[config.mk]
export PLATFORM = sky130hd
export DESIGN_NAME = subleq_ctrl_flat
export DESIGN_NICKNAME = d
export VERILOG_FILES = /design/src/rtl/subleq_mem_if.sv /design/src/rtl/subleq_ctrl.sv /design/src/flat_wrapper.sv
export SDC_FILE = /design/constraint.sdc
export NUM_CORES = 1
export LEC_CHECK = 0
export CORE_MARGIN = 2
export CORE_UTILIZATION = 55
export DETAILED_ROUTE_END_ITERATION = 10
export GPL_ROUTABILITY_DRIVEN = 0
export PLACE_DENSITY = 0.81
export SKIP_CTS_REPAIR_TIMING = 1
export SLEW_MARGIN = 20
export SYNTH_ARGS = -nofsm -noshare
export SYNTH_HDL_FRONTEND = slang
export SYNTH_SLANG_ARGS = --single-unit
export TNS_END_PERCENT = 20
[constraint.sdc]
create_clock -name clk -period 3.6 [get_ports clk]
set_clock_uncertainty 0.15 [all_clocks]
set_input_delay 0.72 -clock clk [delete_from_list [all_inputs] [get_ports clk]]
set_output_delay 0.72 -clock clk [all_outputs]
set_load 0.01 [all_outputs]
[src/rtl/subleq_mem_if.sv]
// Memory transfer channel between the SUBLEQ controller (master) and the memory (slave).
// A transfer completes in any cycle where mem_req and mem_ack are both high.
interface subleq_mem_if #(
    parameter int WORD_SIZE = 16
);
    logic                 mem_req;
    logic                 mem_we;
    logic [WORD_SIZE-1:0] mem_addr;
    logic [WORD_SIZE-1:0] mem_wdata;
    logic                 mem_ack;
    logic [WORD_SIZE-1:0] mem_rdata;

    modport master (
        output mem_req, mem_we, mem_addr, mem_wdata,
        input  mem_ack, mem_rdata
    );

    modport slave (
        input  mem_req, mem_we, mem_addr, mem_wdata,
        output mem_ack, mem_rdata
    );
endinterface

[src/rtl/subleq_ctrl.sv]
// SUBLEQ instruction sequencer: fetches A/B/C, reads mem[A] and mem[B], writes mem[B]-mem[A]
// back to B and branches to C when the result is <= 0; C = all-ones with a branch halts.
module subleq_ctrl #(
    parameter int WORD_SIZE = 16
) (
    input  logic                 clk,
    input  logic                 areset,
    input  logic                 run,
    input  logic [WORD_SIZE-1:0] pc,
    output logic                 pc_inc,
    output logic                 pc_branch,
    output logic [WORD_SIZE-1:0] pc_target,
    output logic                 halted,
    subleq_mem_if.master         bus
);
    localparam logic [WORD_SIZE-1:0] ZERO_W   = {WORD_SIZE{1'b0}};
    localparam logic [WORD_SIZE-1:0] ONE_W    = {{(WORD_SIZE-1){1'b0}}, 1'b1};
    localparam logic [WORD_SIZE-1:0] ALL_ONES = {WORD_SIZE{1'b1}};

    typedef enum logic [2:0] {
        IDLE    = 3'd0,
        FETCH_A = 3'd1,
        FETCH_B = 3'd2,
        FETCH_C = 3'd3,
        READ_A  = 3'd4,
        READ_B  = 3'd5,
        WRITE_B = 3'd6,
        HALT    = 3'd7
    } state_t;

    state_t               state_r, state_s;
    logic [WORD_SIZE-1:0] a_r, b_r, c_r, va_r, vb_r;
    logic [WORD_SIZE-1:0] mem_addr_r, addr_s;
    logic                 mem_req_r, mem_we_r, halted_r;
    logic [WORD_SIZE-1:0] diff_s;
    logic                 leq_s;
    logic                 ack_s;

    assign ack_s  = mem_req_r & bus.mem_ack;
    assign diff_s = vb_r - va_r;
    assign leq_s  = diff_s[WORD_SIZE-1] | (diff_s == ZERO_W);

    assign bus.mem_req   = mem_req_r;
    assign bus.mem_we    = mem_we_r;
    assign bus.mem_addr  = mem_addr_r;
    assign bus.mem_wdata = diff_s;
    assign pc_target     = c_r;
    assign halted        = halted_r;

    // Next state, next transfer address and the combinational PC pulses.
    // The fetch address for the next word is pc+1 because the PC register steps at the same edge.
    always_comb begin
        state_s   = state_r;
        addr_s    = mem_addr_r;
        pc_inc    = 1'b0;
        pc_branch = 1'b0;
        case (state_r)
            IDLE: begin
                if (run) begin
                    state_s = FETCH_A;
                    addr_s  = pc;
                end else begin
                    state_s = IDLE;
                end
            end
            FETCH_A, FETCH_B: begin
                if (ack_s) begin
                    state_s = (state_r == FETCH_A) ? FETCH_B : FETCH_C;
                    addr_s  = pc + ONE_W;
                    pc_inc  = 1'b1;
                end else begin
                    state_s = state_r;
                end
            end
            FETCH_C: begin
                if (ack_s) begin
                    state_s = READ_A;
                    addr_s  = a_r;
                    pc_inc  = 1'b1;
                end else begin
                    state_s = state_r;
                end
            end
            READ_A, READ_B: begin
                if (ack_s) begin
                    state_s = (state_r == READ_A) ? READ_B : WRITE_B;
                    addr_s  = b_r;
                end else begin
                    state_s = state_r;
                end
            end
            WRITE_B: begin
                if (ack_s) begin
                    pc_branch = leq_s;
                    if (leq_s && (c_r == ALL_ONES)) begin
                        state_s = HALT;
                    end else if (run) begin
                        state_s = FETCH_A;
                        addr_s  = leq_s ? c_r : pc;
                    end else begin
                        state_s = IDLE;
                    end
                end else begin
                    state_s = state_r;
                end
            end
            HALT:    state_s = HALT;
            default: state_s = IDLE;
        endcase
    end

    // State, bus control registers and operand latches captured on each read ack.
    always_ff @(posedge clk) begin
        if (areset) begin
            state_r    <= IDLE;
            a_r        <= ZERO_W;
            b_r        <= ZERO_W;
            c_r        <= ZERO_W;
            va_r       <= ZERO_W;
            vb_r       <= ZERO_W;
            mem_addr_r <= ZERO_W;
            mem_req_r  <= 1'b0;
            mem_we_r   <= 1'b0;
            halted_r   <= 1'b0;
        end else begin
            state_r    <= state_s;
            mem_addr_r <= addr_s;
            mem_req_r  <= (state_s != IDLE) && (state_s != HALT);
            mem_we_r   <= (state_s == WRITE_B);
            halted_r   <= (state_s == HALT);
            if (ack_s) begin
                case (state_r)
                    FETCH_A: a_r  <= bus.mem_rdata;
                    FETCH_B: b_r  <= bus.mem_rdata;
                    FETCH_C: c_r  <= bus.mem_rdata;
                    READ_A:  va_r <= bus.mem_rdata;
                    READ_B:  vb_r <= bus.mem_rdata;
                    default: ;
                endcase
            end
        end
    end
endmodule

[src/flat_wrapper.sv]
// flat-port wrapper written by rule: the top's interface ports become plain ports
module subleq_ctrl_flat 
#(
    parameter int WORD_SIZE = 16
)
  (clk, areset, run, pc, pc_inc, pc_branch, pc_target, halted, bus_mem_req, bus_mem_we, bus_mem_addr, bus_mem_wdata, bus_mem_ack, bus_mem_rdata);
  subleq_mem_if #(.WORD_SIZE(WORD_SIZE)) bus_i ();
  input  logic clk;
  input  logic areset;
  input  logic run;
  input  logic [WORD_SIZE-1:0] pc;
  output logic pc_inc;
  output logic pc_branch;
  output logic [WORD_SIZE-1:0] pc_target;
  output logic halted;
  output wire logic [$bits(bus_i.mem_req)-1:0] bus_mem_req;
  output wire logic [$bits(bus_i.mem_we)-1:0] bus_mem_we;
  output wire logic [$bits(bus_i.mem_addr)-1:0] bus_mem_addr;
  output wire logic [$bits(bus_i.mem_wdata)-1:0] bus_mem_wdata;
  input wire logic [$bits(bus_i.mem_ack)-1:0] bus_mem_ack;
  input wire logic [$bits(bus_i.mem_rdata)-1:0] bus_mem_rdata;
  assign bus_mem_req = bus_i.mem_req;
  assign bus_mem_we = bus_i.mem_we;
  assign bus_mem_addr = bus_i.mem_addr;
  assign bus_mem_wdata = bus_i.mem_wdata;
  assign bus_i.mem_ack = bus_mem_ack;
  assign bus_i.mem_rdata = bus_mem_rdata;
  subleq_ctrl #(.WORD_SIZE(WORD_SIZE)) u_core (.clk(clk), .areset(areset), .run(run), .pc(pc), .pc_inc(pc_inc), .pc_branch(pc_branch), .pc_target(pc_target), .halted(halted), .bus(bus_i));
endmodule
## Word level (Yosys, flattened, before mapping)

Cells that the tools add are included.

| cells by class | value |
|---|---|
| $add $sub $neg | 2 |
| multipliers | 0 |
| divide/modulo/power cells | 0 |
| magnitude comparators | 0 |
| eq/ne operators | 18 |
| shifts and indexed selects | 0 |
| mux-type cells | 22 |
| bitwise logic cells | 2 |
| reduce and logical (&&, ||, !) cells | 15 |

Operators by type and width:

| operator | count |
|---|---|
| two-way mux 16 bit | 8 |
| one-hot mux 16 bit (5 select lines) | 1 |
| == test 3 bit (second input constant) | 6 |
| one-hot mux 3 bit (6 select lines) | 1 |
| adder 16 x 1 -> 16 bit (second input constant) | 1 |
| == test 16 bit (second input constant) | 1 |
| logical NOT 16 bit | 1 |
| subtractor 16 bit | 1 |
| two-way mux 3 bit | 5 |
| AND reduction 2 bit | 5 |
| != test 2 x 1 -> 1 bit (second input constant) | 4 |
| AND reduction 8 bit | 1 |
| == test 3 x 2 -> 1 bit (second input constant) | 2 |
| two-way mux 1 bit | 6 |
| != test 2 bit (second input constant) | 3 |
| nonzero test 5 bit | 1 |
| OR reduction 2 bit | 2 |
| == test 3 x 1 -> 1 bit (second input constant) | 1 |
| logical NOT 3 bit | 1 |
| != test 3 bit (second input constant) | 1 |
| nonzero test 3 bit | 1 |
| OR reduction 3 bit | 1 |
| logical AND 1 bit | 2 |
| two-way mux 2 bit | 1 |
| other kinds (2) | 2 |

| storage, ports and cells | value |
|---|---|
| flip-flop bits (word level) | 102 |
| bits in latches | 0 |
| RAM bits | 0 |
| memory bits (read-only) | 0 |
| input bits | 36 |
| output and inout port bits | 53 |
| logic and storage cells | 69 |
| memories | 0 |

## Logic depth before layout (Yosys ltp)

Gate-level depths: netlist (run 1).

| depth | value |
|---|---|
| depth in word-level cells | 9 |
| depth in mapped cells | 16 |
| mapped depth without buffers | 12 |

## Worst setup path before layout (run 1)

Ideal clock, no wire load.

| path | value |
|---|---|
| path type | reg-to-output |
| from | register u_core.vb_r[0] |
| to | output port pc_branch |
| arrival time | 2,671 ps |
| data required time | 2,730 ps |
| slack | 59 ps |
| cell stages (with the launch flop) | 12 |
| path buffers | 0 |
| path through | dfxtp_1 inv_1 ha_1 fa_1 nor2b_1 o211a_1 o22ai_2 xnor2_1 nor4_1 nand4b_1 o21ai_1 and3_1 |

| on the way | value |
|---|---|
| longest elaborated chain between the ends | 5 |

Ends and longest elaborated chain:

| element | RTL line | text |
|---|---|---|
| from (decl) | subleq_ctrl.sv:32 | `logic [WORD_SIZE-1:0] a_r, b_r, c_r, va_r, vb_r;` |
| from (signal assigned) | subleq_ctrl.sv:137 | `READ_B: vb_r <= bus.mem_rdata;` |
| subtractor 16 bit | subleq_ctrl.sv:40 | `assign diff_s = vb_r - va_r;` |
| via bus_mem_wdata[8] | flat_wrapper.sv:19 | `output wire logic [$bits(bus_i.mem_wdata)-1:0] bus_mem_wdata;` |
| logical NOT 16 bit | subleq_ctrl.sv:41 | `assign leq_s = diff_s[WORD_SIZE-1] \| (diff_s == ZERO_W);` |
| bitwise OR 1 bit | subleq_ctrl.sv:41 |  |
| two-way mux 1 bit | subleq_ctrl.sv:93 | `if (ack_s) begin` |
| two-way mux 1 bit | subleq_ctrl.sv:57 | `case (state_r)` |
| to (decl) | flat_wrapper.sv:13 | `output logic pc_branch;` |

The timed path passes the listed nets, and every way through them passes these cells.

## Final worst setup path (run 1)

| path | value |
|---|---|
| from | register u_core.va_r[2] |
| to | output port bus_mem_wdata[6] |

| on the way | value |
|---|---|
| longest elaborated chain between the ends | 1 |

Ends and longest elaborated chain:

| element | RTL line | text |
|---|---|---|
| from (decl) | subleq_ctrl.sv:32 |  |
| from (signal assigned) | subleq_ctrl.sv:136 | `READ_A: va_r <= bus.mem_rdata;` |
| subtractor 16 bit | subleq_ctrl.sv:40 |  |
| to (decl) | flat_wrapper.sv:19 |  |

Every way passes these cells.

==> qor.txt, run 1 <==
Minimum clock period: 3.84 ns
Top cell type's share of synthesized area: 33.7%
Initial core utilization: 56.1%
Layout overhead on the synthesized area: 29.7%
PortBufs: 88
Post-DP HPWL: 13900 um
FILL cells: 842
CTS max path bufs: 2
Number of flops mapped to enable cells by yosys: 0
Clock root buffer: clkbuf_8
Sink Count: 102
Fmax: 261 MHz
Total die area: 11900 um^2
Worst endpoint data arrival time: 2.97 ns
Final setup violation count: 4
RSZ-0062 raised after global routing: yes
Critical path type: flip-flop to primary output
CTS tree: yes
Top_reg_cell synth: dfxtp_1
Total GRT Usage: 31.7%
Setup WS post-layout: -0.235 ns
Non-filler cells, final: 1090
CP Launch Type: flip-flop
GRT Residual Overflow: 0
Via/cell ratio: 6.27
Total power: 2.66 mW
Hold Path Class: flip-flop to flip-flop
Vias: 6832
Synth warn: 0
PD cells: 339 nW/um^2
Placed instance area: 7450 um^2
Wire per inst: 17.6 um
Yosys top cell by area: dfxtp_1
# diodes: 0
Failing checks: negative setup slack
Global-route wire length before repair: 29800 um
Final Instance Area: 7860 um^2
Outcome: finished with violations
Area contributors post-synth: dfxtp_1 (34%), nand2_1 (12%), a21oi_1 (8.3%), mux2i_1 (4.1%), ha_1 (3.3%)
CP Data Required Time: 2.73 ns
Reg clk slew, reported paths: 0.10 ns
Syn_area_per_cell: 7.41 um^2
H-tree Lvls: 3
Worst-path maximum fanout: 5
Die Ht: 109 um
Antenna-violating nets left: 0
Die width: 109 um
Max transition margin: 44.6%
Synth Net Count: 871
Flops & latches, synth: 102
Number of global-route vias before repair: 6247
Dpl cells: 1068
Final Hold Vio Count: 0
Asr flop ratio synth: 0%
WL final: 19200 um
Fraction of layout cells with a size suffix above 1: 13.4%
Flop2flop setup slack: 0.11 ns
Drt pass-1 iters: 5
TritonCTS buffer count: 9
Seq/Total Area, Yosys: 33.7%
Antenna violations before repair: 0
Fin crit share: 107%
Cell area after synthesis: 6060 um^2
Slew @ Worst Pin: 0.823 ns
Core area: 10800 um^2
Largest net degree at the start of global routing: 71
I/O pin count: 89
Cells after synthesis: 818
DR iter-0 viols: 658
Max-cap violation count: 0
Yosys cell types: 58
Final Net Count: 998
Max Slew Vio Count: 0
Critical Path Sink Type: primary output
DRC: 0
Core Util, Final: 72.8%
Worst vdd ir: 237 uV
# rows: 38
Post-Place Worst Slack: -0.521 ns
Latest clock arrival within the worst-skew pair: 0.39 ns
Static Leak: 3.21 nW
WHS: 0.311 ns
Final setup TNS: -0.658 ns
==> metal layers <==
metal  vias up  part of all wire, %  global-route usage [%]
met5         -                    0                       0
met4         0                  3.8                    15.9
met3        63                  7.0                    4.12
met2       353                   48                    53.1
met1      3270                   41                    39.9
li1       3146                    -                       -
==> kinds of logic (layout without fill, tap and decap cells) <==
logic type / count (synthesis) / count (layout) / share of synthesized area [%]
flops: 102 / 102 / 33.7
xor+xnor: 23 / 23 / 3.33
fa+ha+maj: 17 / 17 / 3.63
mux: 26 / 26 / 4.32
buf+inv: 79 / 211 / 5.25
simple gates: 337 / 337 / 24.6
compound gates: 234 / 234 / 25.1
==> registers in the layout, summed over array words and instances, names as in the netlist <==
| register | count |
|---|---|
| u_core.vb_r | 16 |
| u_core.pc_target | 16 |
| u_core.bus.mem_addr | 16 |
| u_core.a_r | 16 |
| u_core.bus.mem_we | 1 |
| u_core.bus.mem_req | 1 |
| u_core.halted | 1 |
| u_core.b_r | 16 |
| u_core.state_r | 3 |
| u_core.va_r | 16 |
==> path summary, 6_finish.rpt <==
kind / startpoint / end / cells past startpoint
hold / removal: u_core.va_r[11] / u_core.va_r[11] / 2
setup / recovery: u_core.va_r[2] / bus_mem_wdata[6] / 8
setup reg to reg: u_core.va_r[2] / u_core.bus.mem_addr[3] / 13
hold reg to reg: u_core.va_r[11] / u_core.va_r[11] / 2
==> power breakdown <==
part           leakage, nW  total, mW  internal (mW)  switching [mW]
clock network        0.120      0.849          0.430           0.419
registers            0.826       1.20           1.17          0.0314
logic                 2.27      0.608          0.278           0.330
total                 3.21       2.66           1.88           0.780
==> cell usage after synthesis, types with 11 or more instances <==
library cell / count
a211oi_1: 11
a21oi_1: 101
a32o_1: 14
clkbuf_1: 42
dfxtp_1: 102
ha_1: 16
inv_1: 28
mux2i_1: 25
nand2_1: 186
nand3_1: 22
nor2_1: 50
nor3_1: 27
o21a_1: 19
o21ai_0: 29
o22a_1: 13
xnor2_1: 12
xor2_1: 11
==> layout by cell type (no fill, tap or decap), types with 9 or more instances in the layout <==
cell type,count
clkdlybuf4s50_1,79
dfxtp_1,100
nor2_1,48
o22a_1,13
o21ai_0,26
nand3_1,22
buf_4,77
o21a_1,19
nor3_1,25
xor2_1,11
ha_1,14
a32o_1,14
a211oi_1,10
a221oi_1,9
inv_1,26
xnor2_1,11
clkbuf_8,11
mux2i_1,25
nand2_1,186
a21oi_1,98
==> final cells by class <==
cell class / instances / area [um^2] / area share (%)
Clock buffer: 11 / 151 / 1.93
Clock inverter: 5 / 78.8 / 1.00
Inverter: 29 / 109 / 1.38
Multi-Input combinational cell: 637 / 3810 / 48.5
Sequential cell: 102 / 2040 / 26.0
Tap cell: 140 / 175 / 2.23
Timing Repair Buffer: 166 / 1490 / 18.9
==> worst max-delay path, stage by stage (launching register included) <==
cell             delay, ns
dfxtp_1               0.36
inv_1                 0.05
ha_1                  0.32
nor2b_4               0.15
o211a_4               0.27
or4b_2                0.63
nand3_1               0.14
buf_4                 0.14
clkdlybuf4s50_1       0.52
(Power assumes the default switching activity.)
==> run 2: changes to the inputs <==
- CORE_UTILIZATION: 55 -> 35
- PLACE_DENSITY: 0.81 -> not set
==> run 2 against run 1 <==
  * The flow still finishes with violations (negative setup slack)
  * Sequential share of layout area decreased by 0.91 points
  * Clock power increased by 30%
  * Design area increased by 3.6%
  * Critical path type unchanged
  * Critical endpoint is now pc_branch
  * Highest routed layer unchanged
==> qor.txt, run 2 (same netlist as run 1, synthesis figures left out) <==
Outcome: finished with violations
Failing checks: negative setup slack
CP Data Required Time: 2.73 ns (about the same)
Vias: 6380 (-6.6%)
Post-DP HPWL: 14400 um (+4.0%)
Initial core utilization: 35.4% (-21 points)
Latest clock arrival within the worst-skew pair: 0.35 ns (-0.04 ns)
CTS max path bufs: 2 (unchanged)
Total die area: 18400 um^2 (+55%)
WL final: 19700 um (+2.7%)
Critical path type: flip-flop to primary output
Final Hold Vio Count: 0 (unchanged)
Core area: 17100 um^2 (+59%)
TritonCTS buffer count: 9 (unchanged)
Switching power total: 824 uW (+5.6%)
CP Launch Type: flip-flop
Clock root buffer: clkbuf_16
Total power: 2.92 mW (+9.9%)
Global-route wire length before repair: 30900 um (+3.7%)
Max-cap violation count: 0 (unchanged)
I/O pin count: 89 (unchanged)
Drt pass-1 iters: 7 (+2)
Critical Path Sink Type: primary output
Layout overhead on the synthesized area: 34.4%
Wire per inst: 16.7 um (-5.5%)
Worst-path maximum fanout: 2 (-3)
# diodes: 0 (unchanged)
Total GRT Usage: 21.1% (-11 points)
Post-Place Worst Slack: -0.508 ns (+0.0128 ns)
RSZ-0062 raised after global routing: yes
Dpl cells: 1165 (+9.1%)
Via/cell ratio: 5.38 (-14%)
FILL cells: 1727 (+110%)
Minimum clock period: 3.79 ns (-0.0430 ns)
Largest net degree at the start of global routing: 88 (+24%)
Commonest non-fill, non-tap cells in the layout: nand2_1 (186), dfxtp_1 (101), a21oi_1 (98)
DRC: 0 (unchanged)
Max transition margin: 35.5% (-9.1 points)
Gate power share: 21.4% (-1.5 points)
FF-to-FF Start: u_core.vb_r[0]
PortBufs: 88 (unchanged)
Fmax: 264 MHz (+1.1%)
Slew @ Worst Pin: 0.968 ns (+0.145 ns)
GRT Residual Overflow: 0 (unchanged)
Worst R2R End: u_core.bus.mem_addr[12]
Hold path depth: 2 (unchanged)
Net Sw Frac: 28.2% (-1.1 points)
Flop2flop setup slack: 0.21 ns (+0.10 ns)
P_int: 2.10 mW (+12%)
Worst vdd ir: 254 uV (+7.5%)
Final Net Count: 1008 (+1.0%)
HP Start: u_core.vb_r[0]
# rows: 48 (+26%)
Fin crit share: 105% (-1.2 points)
CTS tree: yes
Final setup TNS: -0.475 ns (+0.183 ns)
Hold Path Class: flip-flop to flip-flop
Worst endpoint data arrival time: 2.92 ns (-0.05 ns)
Reg power frac: 41.2% (-4.0 points)
Max Slew Vio Count: 0 (unchanged)
Hold Crit Endpoint: u_core.vb_r[0]
Die Ht: 136 um (+24%)
Sink Count: 102 (unchanged)
Setup WS post-layout: -0.192 ns (+0.0430 ns)
Fraction of layout cells with a size suffix above 1: 14.2% (+0.80 points)
Static Leak: 3.28 nW (+1.9%)
Final setup violation count: 4 (unchanged)
Placed instance area: 7650 um^2 (+2.7%)
DR iter-0 viols: 439 (-33%)
Non-filler cells, final: 1185 (+8.7%)
Crit. Startpoint: u_core.vb_r[0]
Final Instance Area: 8140 um^2 (+3.6%)
Clk pwr share: 37.4% (+5.5 points)
FF-to-FF path depth: 13 (unchanged)
H-tree Lvls: 3 (unchanged)
Antenna violations before repair: 0 (unchanged)
Number of global-route vias before repair: 5904 (-5.5%)
PD cells: 359 nW/um^2 (+6.1%)
Most common cell after layout, fill and taps aside: nand2_1
Reg clk slew, reported paths: 0.07 ns (-0.03 ns)
Antenna-violating nets left: 0 (unchanged)
Die width: 136 um (+24%)
-- run 2: changes by cell type in the layout (fill, tap and decap cells not counted), moves of 2 or more --
| cell | change |
|---|---|
| clkinv_2 | -2 |
| clkinvlp_4 | +2 |
| clkbuf_16 | +9 |
| clkbuf_8 | -10 |
| ha_2 | +2 |
| buf_4 | +10 |
-- run 2: worst max path at each step --
stage / to / slack (ns)
after floorplan: pc_branch / 0.06
after global placement: pc_branch / -0.45
after detailed placement: pc_branch / -0.51
after CTS: pc_branch / -0.89
after global routing: pc_branch / -0.30
final: pc_branch / -0.19
-- run 2: worst max-delay path, cell delays in order, from the launching register on --
cell      delay, ns
dfxtp_2        0.32
inv_1          0.04
ha_2           0.19
fa_2           0.52
inv_1          0.06
nor3_2         0.20
o21ai_1        0.11
nor4_2         0.36
nand4b_1       0.21
o21ai_2        0.23
and3_4         0.21
clkbuf_2       0.13
-- run 2: per-layer routing --
metal / routed length, um / vias up / global-route usage [%] / share of wire (%)
li1: - / 3178 / - / -
met1: 9190 / 3021 / 29.0 / 47
met2: 9310 / 151 / 34.1 / 47
met3: 806 / 30 / 3.40 / 4.1
met4: 425 / 0 / 5.96 / 2.2
met5: 0 / - / 0 / 0
-- run 2: area by class of cell --
cell class                      count  area (um^2)  share of cell area, %
Clock buffer                       10          239                   2.94
Clock inverter                      6         92.6                   1.14
Inverter                           29          109                   1.34
Multi-Input combinational cell    637         3820                   46.9
Sequential cell                   102         2040                   25.1
Tap cell                          225          282                   3.46
Timing Repair Buffer              176         1560                   19.2
-- run 2: power by group through the flow --
stage	Sequential [mW]	Clock [mW]	Combinational, mW
global route	1.21	1.14	0.677
detailed placement	1.23	0	0.614
CTS	1.20	1.12	0.617
finish	1.20	1.10	0.626
floorplan	1.23	0	0.339
global placement	1.23	0	0.613
-- run 2: per-stage QoR --
step,util (%),hold slack [ns]
6_report,47.6,0.304
5_1_grt,47.6,0.324
4_1_cts,46.7,0.306
3_5_place_dp,44.7,0.297
3_3_place_gp,44.7,0.291
2_1_floorplan,-,0.283
==> run 3: changes to the inputs <==
- CORE_ASPECT_RATIO: not set -> 1.2
- CTS_CLUSTER_DIAMETER: not set -> 40
==> run 3 against run 2 <==
  * The flow still finishes with violations (negative setup slack)
  * Combinational power rose by 3%
  * Die area about the same
  * Worst hold slack hardly changed
  * Critical path depth rose by 2
  * Core utilization grew 1.3 points
  * Setup slack got worse by 0.0020 ns
  * Sequential cell count did not move
  * Sequential power hardly changed
  * First-iteration DRC count down 17%
  * Non-clock buffer count increased by 10
  * Clock power shrank 9%
  * Clock-buffer cell count increased by 1
  * Critical path type unchanged
  * Largest cell class unchanged
==> qor.txt, run 3 (same netlist as run 1, synthesis figures left out) <==
CTS max path bufs: 2 (unchanged)
DR iter-0 viols: 363 (-17%)
Drt pass-1 iters: 5 (-2)
Die Ht: 148 um (+9.3%)
Failing checks: negative setup slack
WL final: 19900 um (+1.1%)
Layout overhead on the synthesized area: 36.4%
Post-DP HPWL: 14600 um (+1.4%)
Final setup TNS: -0.245 ns (+0.230 ns)
Net Sw Frac: 28.5% (+0.29 points)
Total power: 2.85 mW (-2.7%)
Clk pwr share: 35.0% (-2.4 points)
Worst vdd ir: 253 uV (-0.63%)
Largest net degree at the start of global routing: 88 (unchanged)
PortBufs: 88 (unchanged)
Max Slew Vio Count: 0 (unchanged)
DR WL met3: 945 um (+17%)
# diodes: 0 (unchanged)
Fin crit share: 105% (about the same)
Core Util, Final: 48.8% (+1.3 points)
Number of global-route vias before repair: 6117 (+3.6%)
Max-cap violation count: 0 (unchanged)
Switching power total: 810 uW (-1.7%)
Commonest non-fill, non-tap cells in the layout: nand2_1 (185), dfxtp_1 (100), a21oi_1 (97)
TritonCTS buffer count: 9 (unchanged)
Dpl cells: 1166 (+0.086%)
RSZ-0062 raised after global routing: yes
Post-Place Worst Slack: -0.446 ns (+0.0623 ns)
Total GRT Usage: 22.1% (+1.0 points)
Critical path type: flip-flop to primary output
PD cells: 344 nW/um^2 (-4.1%)
Gate power share: 22.7% (+1.3 points)
Static Leak: 3.33 nW (+1.8%)
Outcome: finished with violations
Metal2 WL: 9630 um (+3.3%)
Top Metal Used: met4
Antenna-violating nets left: 0 (unchanged)
Die width: 124 um (-8.5%)
Reg power frac: 42.3% (+1.1 points)
Minimum clock period: 3.79 ns (+0.00199 ns)
Final Hold Vio Count: 0 (unchanged)
CP Launch Type: flip-flop
P_int: 2.04 mW (-3.1%)
Critical Path Sink Type: primary output
Most common cell after layout, fill and taps aside: nand2_1
Cell Chain, Critical Path: inv_2 -> ha_4 -> fa_2 -> buf_6 -> xnor2_4 -> nor3_2 -> o21ai_1 -> nor4_2 -> nand4b_1 -> o21ai_1 -> buf_4 -> and3_4 -> buf_6
Sink Count: 102 (unchanged)
Slew @ Worst Pin: 0.934 ns (-0.0331 ns)
Worst endpoint data arrival time: 2.92 ns (about the same)
Core area: 16900 um^2 (-1.2%)
Antenna violations before repair: 0 (unchanged)
Placed instance area: 7730 um^2 (+0.93%)
WL met1: 8940 um (-2.7%)
Setup WS post-layout: -0.194 ns (-0.00199 ns)
Slowest stage delay, CP: 0.39 ns (-0.13 ns)
Hold Path Class: flip-flop to flip-flop
CP Data Required Time: 2.73 ns (about the same)
Fraction of layout cells with a size suffix above 1: 16.0% (+1.8 points)
Via/cell ratio: 5.45 (+1.2%)
GRT Residual Overflow: 0 (unchanged)
CTS tree: yes
Final Net Count: 1018 (+0.99%)
Top delay family on crit path: simple AND/OR/NAND/NOR gates
FILL cells: 1711 (-0.93%)
H-tree Lvls: 3 (unchanged)
DRC: 0 (unchanged)
Worst path slowest cell: fa_2
Global-route wire length before repair: 32000 um (+3.7%)
# rows: 52 (+8.3%)
Non-filler cells, final: 1186 (+0.084%)
Total die area: 18400 um^2 (about the same)
Clock root buffer: clkbuf_16
Reg clk slew, reported paths: 0.07 ns (about the same)
Latest clock arrival within the worst-skew pair: 0.35 ns (about the same)
WHS: 0.304 ns (+0.000207 ns)
Vias: 6464 (+1.3%)
I/O pin count: 89 (unchanged)
Worst-path maximum fanout: 3 (+1)
CP Buf/Inv Count: 4 (+1)
Final Instance Area: 8260 um^2 (+1.5%)
Initial core utilization: 35.8% (+0.42 points)
Wire per inst: 16.8 um (+1.0%)
Final setup violation count: 2 (-2)
Max transition margin: 37.7% (+2.2 points)
Fmax: 264 MHz (about the same)
-- run 3: cell type report --
| type | count | area, um^2 | share of cell area (%) |
|---|---|---|---|
| inverters | 29 | 111 | 1.35 |
| multi-input cells | 637 | 3870 | 46.8 |
| clock buffers | 11 | 243 | 2.94 |
| clock inverters | 5 | 58.8 | 0.712 |
| flip-flops and latches | 102 | 2040 | 24.7 |
| repair buffers | 186 | 1670 | 20.2 |
| well taps | 216 | 270 | 3.27 |
-- run 3: worst reg2reg max path, stage by stage (launching register included) --
cell and delay [ns]:
dfxtp_1 0.32, inv_1 0.04, ha_1 0.30, a21o_1 0.21
buf_4 0.15, nor2_2 0.14, a21oi_2 0.09, buf_4 0.14
buf_4 0.12, a21oi_1 0.12, o211a_1 0.18, buf_4 0.11
buf_4 0.12, inv_4 0.05, a22oi_1 0.17, o21ai_2 0.11
buf_4 0.16, and2b_1 0.18, buf_12 0.15, a32o_1 0.20
-- run 3: worst paths after layout --
check | slack, ns | start | cells after the start | end
setup / recovery | -0.19 | u_core.vb_r[0] | 13 | pc_branch
hold / removal | 0.30 | u_core.va_r[4] | 2 | u_core.va_r[4]
setup reg to reg | 0.26 | u_core.va_r[6] | 19 | u_core.bus.mem_addr[7]
hold reg to reg | 0.30 | u_core.va_r[4] | 2 | u_core.va_r[4]
-- run 3: power by group through the flow --
stage               logic (mW)  clock network (mW)  registers, mW
CTS                      0.637                1.01           1.20
global route             0.704                1.06           1.21
finish                   0.646               0.996           1.20
detailed placement       0.634                   0           1.23
floorplan                0.339                   0           1.23
global placement         0.629                   0           1.23
-- run 3: per-layer routing --
layer / global-route usage, % / vias up
met4: 7.42 / 0
met2: 36.8 / 196
met5: 0 / -
met1: 29.0 / 3054
met3: 3.30 / 39
li1: - / 3175
